$ cat src/rtl/go_cursor_ctrl.sv
// go_cursor_ctrl: Go move-entry controller; cursor seeks empty cells and offers moves via valid/ack
module go_cursor_ctrl #(
  parameter int BOARD_N    = 9,
  parameter int COORD_W    = 4,
  parameter int WRAP       = 0,
  parameter int REPEAT_CYC = 25_000_000
) (
  input  logic                                     clk_in,
  input  logic                                     reset_n,
  input  logic                                     my_turn,
  input  logic                                     up,
  input  logic                                     down,
  input  logic                                     left,
  input  logic                                     right,
  input  logic                                     place,
  input  logic                                     pass_sw,
  input  logic [BOARD_N-1:0][BOARD_N-1:0][1:0]     board,
  input  logic                                     move_ack,
  output logic                                     move_valid,
  output logic [2*COORD_W-1:0]                     move_out,
  output logic [2*COORD_W-1:0]                     cursor,
  output logic                                     illegal,
  output logic [2:0]                               state_dbg
);
  localparam int CW = $clog2(REPEAT_CYC + 1);
  localparam logic [COORD_W-1:0] LAST = COORD_W'(BOARD_N - 1);
  localparam logic [COORD_W-1:0] ONE = COORD_W'(1);
  localparam logic [CW-1:0] CNT_MAX = CW'(REPEAT_CYC - 1);
  typedef enum logic [2:0] {LOCKED, IDLE, SEEK, OFFER} state_t;
  state_t state_q;
  logic [3:0] dir_prev_q;
  logic place_prev_q, pass_prev_q, move_valid_q, illegal_q;
  logic [1:0] dir_q;
  logic [COORD_W-1:0] prow_q, pcol_q, crow_q, ccol_q, steps_q;
  logic [2*COORD_W-1:0] move_out_q;
  logic [CW-1:0] cnt_q, cnt_d;
  logic [3:0] dirs, dir_pr;
  logic [1:0] dir_sel;
  logic held, rep, dir_go, at_edge, np_empty;
  logic [COORD_W-1:0] nrow_d, ncol_d;
  always_comb begin
    dirs = {right, left, down, up};
    dir_pr = dirs & ~dir_prev_q;
    dir_sel = dir_pr[0] ? 2'd0 : dir_pr[1] ? 2'd1 : dir_pr[2] ? 2'd2 : 2'd3;
    held = dirs == (4'b1 << dir_q);
    rep = state_q == IDLE && held && cnt_q == CNT_MAX;
    dir_go = |dir_pr || rep;
    at_edge = dir_q == 2'd0 ? prow_q == '0 : dir_q == 2'd1 ? prow_q == LAST :
              dir_q == 2'd2 ? pcol_q == '0 : pcol_q == LAST;
    // at an edge the step jumps to the opposite side; without WRAP the seek ends before using it
    nrow_d = dir_q == 2'd0 ? (at_edge ? LAST : prow_q - ONE) :
             dir_q == 2'd1 ? (at_edge ? '0 : prow_q + ONE) : prow_q;
    ncol_d = dir_q == 2'd2 ? (at_edge ? LAST : pcol_q - ONE) :
             dir_q == 2'd3 ? (at_edge ? '0 : pcol_q + ONE) : pcol_q;
    np_empty = board[nrow_d][ncol_d] == 2'b00;
    cnt_d = (state_q == IDLE && |dir_pr) || !held || !(state_q inside {IDLE, SEEK}) ? '0 :
            rep ? '0 : cnt_q == CNT_MAX ? cnt_q : cnt_q + CW'(1);
  end
  always_ff @(posedge clk_in) begin
    if (!reset_n) begin
      state_q <= LOCKED;
      dir_prev_q <= '0;
      place_prev_q <= 1'b0;
      pass_prev_q <= 1'b0;
      move_valid_q <= 1'b0;
      illegal_q <= 1'b0;
      dir_q <= '0;
      prow_q <= '0;
      pcol_q <= '0;
      crow_q <= '0;
      ccol_q <= '0;
      steps_q <= '0;
      move_out_q <= '0;
      cnt_q <= '0;
    end else begin
      dir_prev_q <= dirs;
      place_prev_q <= place;
      pass_prev_q <= pass_sw;
      cnt_q <= cnt_d;
      illegal_q <= 1'b0;
      if (state_q != LOCKED && !my_turn) begin
        state_q <= LOCKED;
        move_valid_q <= 1'b0;
      end else begin
        case (state_q)
          LOCKED: if (my_turn) state_q <= IDLE;
          IDLE: begin
            if (pass_sw && !pass_prev_q) begin
              move_out_q <= '1;
              move_valid_q <= 1'b1;
              state_q <= OFFER;
            end else if (place && !place_prev_q) begin
              if (board[crow_q][ccol_q] == 2'b00) begin
                move_out_q <= {crow_q, ccol_q};
                move_valid_q <= 1'b1;
                state_q <= OFFER;
              end else illegal_q <= 1'b1;
            end else if (dir_go) begin
              dir_q <= |dir_pr ? dir_sel : dir_q;
              prow_q <= crow_q;
              pcol_q <= ccol_q;
              steps_q <= '0;
              state_q <= SEEK;
            end
          end
          SEEK: begin
            if (at_edge && WRAP == 0) state_q <= IDLE;
            else if (np_empty) begin
              crow_q <= nrow_d;
              ccol_q <= ncol_d;
              state_q <= IDLE;
            end else if (steps_q == LAST - ONE) state_q <= IDLE;
            else begin
              prow_q <= nrow_d;
              pcol_q <= ncol_d;
              steps_q <= steps_q + ONE;
            end
          end
          OFFER: if (move_ack) begin
            move_valid_q <= 1'b0;
            state_q <= LOCKED;
          end
          default: state_q <= LOCKED;
        endcase
      end
    end
  end
  assign move_valid = move_valid_q;
  assign move_out = move_out_q;
  assign cursor = {crow_q, ccol_q};
  assign illegal = illegal_q;
  assign state_dbg = state_q;
endmodule

$ cat config.mk
export PLATFORM = sky130hd
export DESIGN_NAME = go_cursor_ctrl
export DESIGN_NICKNAME = d
export VERILOG_FILES = /design/src/rtl/go_cursor_ctrl.sv
export SDC_FILE = /design/constraint.sdc
export NUM_CORES = 1
export LEC_CHECK = 0
export ABC_AREA = 1
export BUFFER_PORTS_ARGS = -buffer_cell sky130_fd_sc_hd__buf_2
export CAP_MARGIN = 10
export CORE_MARGIN = 2
export CORE_UTILIZATION = 30
export DETAILED_ROUTE_END_ITERATION = 10
export HOLD_SLACK_MARGIN = 0.03
export PLACE_DENSITY_LB_ADDON = 0.05
export REMOVE_ABC_BUFFERS = 1
export SYNTH_ARGS = -nofsm -noshare
export SYNTH_HDL_FRONTEND = slang
export SYNTH_SLANG_ARGS = --single-unit
export TNS_END_PERCENT = 1
$ cat constraint.sdc
create_clock -name clk_in -period 4.4 [get_ports clk_in]
set_input_delay 0.44 -clock clk_in [delete_from_list [all_inputs] [get_ports clk_in]]
set_output_delay 0.44 -clock clk_in [all_outputs]
set_load 0.02 [all_outputs]
==> reports/summary.txt <==
number of synthesized register bits -> 65
CTS tree -> done
Slew HR -> 44.34%
# IOs -> 193
post-place instance area -> 7971 um2
Tot Pwr -> 3719 uW
number of buffers created by CTS -> 9
clock network power share -> 21.1%
fmax -> 270.9 MHz
crit path cell chain -> nand2_1, nand2_4, buf_12, nand2_1, o21ai_0, nand2_1, nand2_1, nand2_1, nand2_1, nand2_1, nand3_1, nand2_1, nand2_1, nand2_1, nand2_2, nand2_4, nand2_4, nand2_2, nand2_1, a21oi_1
Hold Violations, Final -> 0
Skew-Pair Late Insertion Delay -> 340 ps
Critical Path AT -> 3900 ps
largest net degree at the start of global routing -> 98
Buffers & Inverters on Critical Path -> 1
hold-critical path depth -> 3
Core Rows -> 55
Critical Path Max Stage Delay -> 560 ps
post-synth cell types -> 43
clock sink count -> 65
logic gate share of total power -> 60.6%
first-pass GRT wire length -> 42.27 mm
vias in the first global route -> 7965
clk buf depth -> 2
most frequent CP cell -> nand2_1
Sw Share -> 50.62%
total via count in the routed design -> 8550
Root Buffer Master -> clkbuf_16
# nets final -> 1572
sw power -> 1883 uW
H-tree depth -> 3
commonest non-fill, non-tap cell in the layout -> nand2_1
top cells by area, synth -> dfxtp_1 19%, nand2_1 17%, o21ai_0 9.1%
Setup TNS -> 0 ps
R2R Path Start -> dir_q[1]
R2R cell count -> 20
CP required -> 4600 ps
unrepaired setup endpoints after global routing -> no
Worst setup EP type -> flip-flop
slowest CP cell -> dfxtp_1
Min-Delay Startpoint -> pass_sw
post_cts resized -> 0
Post-Syn Area -> 6888 um2
CP Class -> flip-flop to flip-flop
crit path time final -> 3692 ps
Post-Place Cells -> 1663
DR vias/cell -> 5.077
setup violators final -> 0
Die Span Y -> 155.5 um
Seq pwr share -> 18.3%
Worst Skew -> 8.420 ps
gr ovfl total -> 0
initial core utilization -> 30.52%
clk slew on worst S/H paths -> 60 ps
Chip Width -> 155.5 um
setup bufs post-CTS -> 0
cell depth of the worst setup path -> 20
Slew Limit Fails -> 0
Worst Tran Pin Value -> 831.8 ps
endpoint of the worst hold path -> pass_prev_q
status -> complete, no violations
area added between synthesis and finish -> 20.56%
Synth top area share -> 18.89%
Mapped Cells -> 1247
Worst Path Max Fanout -> 95
sequential fraction of the synthesis area -> 18.89%
Final period util -> 83.90%
dpl ws -> 735.5 ps
antenna violations before repair -> 5
drt wl/cell -> 15.73 um
Max-Cap Viols -> 0
r2r endpoint -> prow_q[3]
Power Dens Cells -> 447.9 nW/um2
layout cells sized above 1 -> 17.79%
worst setup margin -> 708.5 ps
worst hold path type -> primary input to flip-flop
YS warnings -> 0
Overall Global Routing Usage -> 21.78%
DRC violations left -> 0
DRT iter0 DRCs -> 581
Leak -> 0.003897 uW
first-pass iteration count of the detailed router -> 5
most frequent cells in the layout -> 317 x nand2_1, 191 x buf_2, 142 x inv_1
I/O Buffers -> 191
CTS Hold Bufs -> 0
Avg Inst Size Synth -> 5.524 um2
Routed Antenna Nets -> 0
Synth area leader -> dfxtp_1
Worst VDD drop -> 310.8 uV
hpwl dp -> 19.41 mm
RePlAce Congestion -> 0.8335
Routed WL -> 26.50 mm
flop2flop setup slack -> 710 ps
final non-filler cell area -> 8304 um2
die area -> 24190 um2
core area -> 22570 um2
CP top delay family -> simple AND/OR/NAND/NOR gates
P_int -> 1837 uW
final std cells w/o fill -> 1684
Worst setup SP type -> flip-flop
worst min-delay path, cell delays in order:
cell     delay, ps
buf_2           80
nand2_1         40
inv_1           40
synth_stat cells:
master / count
xnor2_1: 3
or2_2: 4
o22ai_1: 5
buf_2: 21
nor4_1: 7
buf_1: 4
clkbuf_1: 34
clkinv_1: 4
o2111ai_1: 4
nand4_1: 19
nor3_1: 32
a21oi_2: 1
conb_1: 1
a311oi_1: 1
a32oi_1: 1
a21oi_1: 93
nand3b_1: 1
inv_2: 5
nor3b_1: 1
nand2_4: 6
nand3_1: 121
a32o_1: 1
nand2_2: 7
nand2_1: 318
o21a_1: 3
and3_1: 1
o211ai_1: 29
buf_4: 9
dfxtp_1: 65
ha_1: 11
inv_1: 142
buf_6: 4
a211oi_1: 2
nand3_4: 2
xor2_1: 10
o21ai_0: 125
nor2_1: 113
o221ai_1: 2
o31ai_1: 3
a31oi_1: 8
nor3_2: 1
nor2_2: 1
o21ai_1: 22
worst max path at each step:
stage,start,end,slack [ps]
6_report,dir_q[1],prow_q[3],710
3_3_place_gp,dir_q[1],pcol_q[3],770
2_1_floorplan,crow_q[0],move_out[4],-50
3_5_place_dp,dir_q[1],prow_q[3],740
4_1_cts,dir_q[1],prow_q[3],710
5_1_grt,prow_q[0],steps_q[3],310
metal layers:
metal | wire, um | part of all wire (%) | up-vias | global-route usage [%]
li1 | - | - | 4422 | -
met1 | 12730 | 48 | 3875 | 29.89
met2 | 12260 | 46 | 233 | 36.58
met3 | 1235 | 4.7 | 20 | 2.674
met4 | 270 | 1.0 | 0 | 4.806
met5 | 0 | 0 | - | 0
registers in the layout, indices dropped and copies added, names as in the netlist:
signal,count
ccol_q,4
cnt_q,25
crow_q,4
dir_prev_q,4
dir_q,2
illegal,1
move_out,8
move_valid,1
pass_prev_q,1
pcol_q,4
place_prev_q,1
prow_q,4
state_dbg,2
steps_q,4
final cells by class:
type	count	area (um2)
diodes	5	12.51
clock buffers	10	229.0
clock inverters	6	91.34
fillers	2637	14270
inverters	151	566.8
multi-input cells	959	4662
flip-flops and latches	65	1303
well taps	285	356.6
repair buffers	203	1084
metrics by stage:
stage	utilization [%]	hold slack, ps
final	36.79	295.7
after global routing	36.79	290.9
after CTS	36.74	287.7
after detailed placement	35.32	479.3
after global placement	35.32	472.1
after floorplan	-	456.6
power by group through the flow:
stage	registers, uW	logic (uW)	clock network, uW
finish	680	2250	786
global route	688	2550	840
CTS	681	2260	809
detailed placement	693	2250	0
global placement	692	2250	0
floorplan	722	1500	0
cells by family after synthesis:
kind of cell | count (synthesis) | share of synthesized area (%)
simple gates | 634 | 40.00
compound gates | 300 | 23.94
buf+inv | 223 | 13.46
flops | 65 | 18.89
xor+xnor | 13 | 1.653
fa+ha+maj | 11 | 1.998
other cells | 1 | 0.05444
Note: power is estimated with default switching activity, not from simulation.
